==> config.mk <==
export PLATFORM = sky130hd
export DESIGN_NAME = seq_restoring_divider
export DESIGN_NICKNAME = d
export VERILOG_FILES = /design/src/rtl/seq_restoring_divider_pkg.sv /design/src/rtl/seq_restoring_divider_div_step.sv /design/src/rtl/seq_restoring_divider.sv
export SDC_FILE = /design/constraint.sdc
export NUM_CORES = 1
export LEC_CHECK = 0
export BUFFER_PORTS_ARGS = -buffer_cell sky130_fd_sc_hd__buf_4
export CORE_ASPECT_RATIO = 0.9
export CORE_UTILIZATION = 55
export DETAILED_ROUTE_END_ITERATION = 6
export MAX_ROUTING_LAYER = met4
export PLACE_DENSITY = 0.77
export SLEW_MARGIN = 0
export SYNTH_ARGS = -nofsm -noshare
export SYNTH_HDL_FRONTEND = slang
export SYNTH_HIERARCHICAL = 1
export SYNTH_SLANG_ARGS = --single-unit
==> constraint.sdc <==
create_clock -name clk -period 2.2 [get_ports clk]
set_input_delay 0.22 -clock clk [delete_from_list [all_inputs] [get_ports clk]]
set_output_delay 0.22 -clock clk [all_outputs]
set_load 0.01 [all_outputs]
==> src/rtl/seq_restoring_divider_pkg.sv <==
// seq_restoring_divider_pkg: FSM states and sizing helpers for the restoring divider
package seq_restoring_divider_pkg;
  typedef enum logic [1:0] {
    IDLE = 2'd0,
    RUN  = 2'd1,
    DONE = 2'd2
  } state_t;
  function automatic int count_width(int width);
    return $clog2(width + 1);
  endfunction
endpackage

==> src/rtl/seq_restoring_divider_div_step.sv <==
// div_step: one shift/compare/subtract step of unsigned restoring division
module div_step #(
  parameter int WIDTH = 4
) (
  input  logic [WIDTH:0]   r,
  input  logic [WIDTH-1:0] q,
  input  logic [WIDTH-1:0] divisor,
  output logic [WIDTH:0]   r_next,
  output logic [WIDTH-1:0] q_next
);
  logic [WIDTH:0] shifted;
  logic fits;
  always_comb begin
    shifted = {r[WIDTH-1:0], q[WIDTH-1]};
    fits = shifted >= {1'b0, divisor};
    r_next = fits ? shifted - {1'b0, divisor} : shifted;
    q_next = {q[WIDTH-2:0], fits};
  end
endmodule

==> src/rtl/seq_restoring_divider.sv <==
// seq_restoring_divider: multi-cycle unsigned restoring divider, one division in flight
import seq_restoring_divider_pkg::*;
module seq_restoring_divider #(
  parameter int WIDTH = 4
) (
  input  logic             clk,
  input  logic             rst_n,
  input  logic             start,
  input  logic [WIDTH-1:0] dividend,
  input  logic [WIDTH-1:0] divisor,
  output logic [WIDTH-1:0] quotient,
  output logic [WIDTH-1:0] remainder,
  output logic             busy,
  output logic             done,
  output logic             div_by_zero
);
  localparam int CW = count_width(WIDTH);
  state_t state, state_next;
  logic [CW-1:0] count;
  logic [WIDTH:0] r, r_next;
  logic [WIDTH-1:0] q, q_next, dvs;
  logic zero, accept, last;
  div_step #(.WIDTH(WIDTH)) u_step (
    .r(r),
    .q(q),
    .divisor(dvs),
    .r_next(r_next),
    .q_next(q_next)
  );
  assign accept = start && (state == IDLE || state == DONE);
  assign last = state == RUN && count == CW'(1);
  assign busy = state == RUN;
  assign done = state == DONE;
  always_comb begin
    state_next = IDLE;
    state_next = state == RUN ? (last ? DONE : RUN) : (accept ? RUN : IDLE);
  end
  // A zero divisor spends a single cycle in RUN so done lands one cycle after accept
  always_ff @(posedge clk) begin
    if (!rst_n) begin
      state <= IDLE;
      count <= '0;
      r <= '0;
      q <= '0;
      dvs <= '0;
      zero <= 1'b0;
      quotient <= '0;
      remainder <= '0;
      div_by_zero <= 1'b0;
    end else begin
      state <= state_next;
      if (accept) begin
        q <= dividend;
        r <= '0;
        dvs <= divisor;
        zero <= divisor == '0;
        div_by_zero <= 1'b0;
        count <= divisor == '0 ? CW'(1) : CW'(WIDTH);
      end else if (state == RUN) begin
        count <= count - 1'b1;
        if (!zero) begin
          r <= r_next;
          q <= q_next;
        end
        if (last) begin
          quotient <= zero ? '1 : q_next;
          remainder <= zero ? q : r_next[WIDTH-1:0];
          div_by_zero <= zero;
        end
      end
    end
  end
endmodule
==> summary.md <==
| Metric | Value |
|---|---|
| Die width | roughly 55 um |
| Critical path type | register to register |
| Synthesized instance count | around 160 |
| Worst-Skew Late Latency | between 300 and 400 ps |
| Slew HR | 63.4% |
| Post-Layout Cell Count | between 150 and 200 |
| RSZ-0062 raised after global routing | false |
| WL final | around 2800 um |
| Worst-path clk slew | 140 ps |
| Nets@finish | 190 |
| Pre-CTS setup slack | 376 ps |
| Avg Inst Size Synth | between 9 and 10 um2 |
| Grt total ovfl | 0 |
| P&R area growth vs syn | 11.2% |
| CP endpoint kind | register |
| Hold Buf Count CTS | 0 |
| H-Tree Depth | 1 |
| Vias in the first global route | 1083 |
| Clk root buf | clkbuf_4 |
| Residual DRC | 0 |
| VDD IR max | around 0.52 mV |
| I/O pin count | 22 |
| Initial antenna violation count | 0 |
| Cts bufs inserted | 3 |
| Final Max Slew Viols | 0 |
| Setup bufs post-CTS | 0 |
| Die Span Y | about 50 um |
| Setup violators final | 0 |
| Largest net degree at the start of global routing | 20 |
| Final Hold Fails | 0 |
| Fill cell count | between 200 and 250 |
| Antenna Cells | 0 |
| Vias/cell | about 5.6 |
| Slowest Stage Delay on Critical Path | 400 ps |
| Placer Congestion | 0.869 |
| Clk_skew | 4.96 ps |
| DR vias | 1111 |
| Setup ws final | roughly 350 ps |
| Core area | approximately 2300 um2 |
| DRT iter0 DRCs | 25 |
| Post-CTS sizing | 0 |
| Share of layout cells above drive strength 1 | 24.6% |
| Buf+Inv Stages, Crit Path | 1 |
| DP HPWL | a little over 2000 um |
| TritonCTS clock tree | done |
| Clock sink count | 27 |
| Startpoint types | register |
| Syn. warnings | 6 |
| Period Utilization, post-route | around 84% |
| PwrDens | 644 nW/um2 |
| Fin area | 1560 um2 |
| Critical path fanouts, max | 4 |
| Crit path max-delay cell type | dfxtp_1 |
| DRT antenna net count | 0 |
| Max frequency | between 500 and 600 MHz |
| Die area | around 2800 um2 |
| All-Layer GR Usage | approximately a quarter |
| Rows | 16 |
| Initial cell density of the core | about three fifths |
| Final Critical Period | approximately 1900 ps |
| Status | completed |
| Placed Area | 1540 um2 |
| DR pass1 iterations | 4 |
| Leakage | a little under 0.0006 uW |
| Fin Setup TNS | 0 ps |
| Clk buf depth | 2 |
| Actual slew at the worst max-slew pin | approximately 550 ps |
| Port bufs | 21 |
| Largest delay contributor family on the critical path | multiplexers |
| Dpl cells | about 190 |
| CP Cell Sequence | inv_1 > ha_1 > nand4_1 > nand2_2 > nor2_4 > mux2_4 > mux2i_1 > a211oi_2 |
| Post-Syn Area | roughly 1400 um2 |
| Syn_nets | 174 |
| Max cap viols | 0 |
| Worst Path Arrival | between 2000 and 2500 ps |
| CP required | 2430 ps |
| WL/cell | around 14 um |
| Global-route wire length before repair | just under 5000 um |
| Hold Path Class | input port to register |
[path summary, 6_finish.rpt]
check,from,end,slack (ps),cells past startpoint
max,dvs[1],remainder[2],350,8
min,divisor[2],dvs[2],130,3
max reg2reg,dvs[1],remainder[2],350,8
min reg2reg,dvs[3],dvs[3],470,2
[layout by cell type (no fill, tap or decap), types with 3 or more instances in the layout]
cell / n
dfxtp_1: 27
buf_4: 22
nand2_1: 19
nor2_1: 19
a21oi_1: 13
inv_1: 8
a211oi_2: 8
mux2i_1: 7
ha_1: 6
nor3_1: 4
xnor2_1: 3
a22oi_1: 3
nand3_1: 3
clkbuf_4: 3
[tightest hold or removal path: cells and delay by family]
| family | cells | cell delay (ps) |
|---|---|---|
| buffers and inverters | 1 | 110 |
| AO/OA/AOI/OAI | 1 | 50 |
| AND/OR/NAND/NOR | 1 | 50 |
[flip-flops by register name, summed over array words and instances, names as in the netlist]
| name | flops |
|---|---|
| dvs | 4 |
| q | 4 |
| quotient | 4 |
| r | 4 |
| remainder | 4 |
| count | 3 |
| state | 2 |
| div_by_zero | 1 |
| zero | 1 |
[cell type report]
cell class	instances	area [um2]	share of cell area (%)
timing repair buffer	22	165	10.6
clock buffer	4	26.3	1.68
inverter	9	33.8	2.16
tap	27	33.8	2.16
multi-input combinational	109	763	48.8
sequential	27	541	34.6
[per-layer routing]
layer / global-route usage (%) / up-vias / part of all wire, %
li1: - / 559 / -
met1: 28.7 / 525 / 47
met2: 38.0 / 21 / 48
met3: 5.77 / 6 / 3.2
met4: 9.17 / 0 / 2.1
met5: - / - / 0
[metrics by stage]
stage,total power (uW),utilization [%],hold WS (ps)
5_1_grt,1060,67.9,110
3_3_place_gp,785,66.7,445
2_1_floorplan,744,-,338
6_report,1010,67.9,130
3_5_place_dp,795,66.7,452
4_1_cts,1010,67.9,118
[power breakdown]
part           switching (uW)  total (uW)  internal, uW
Combinational             137         246           109
Clock                     148         219          71.3
Sequential               24.0         540           516
Total                     309        1010           697
Note: power is estimated with default switching activity, not from simulation.
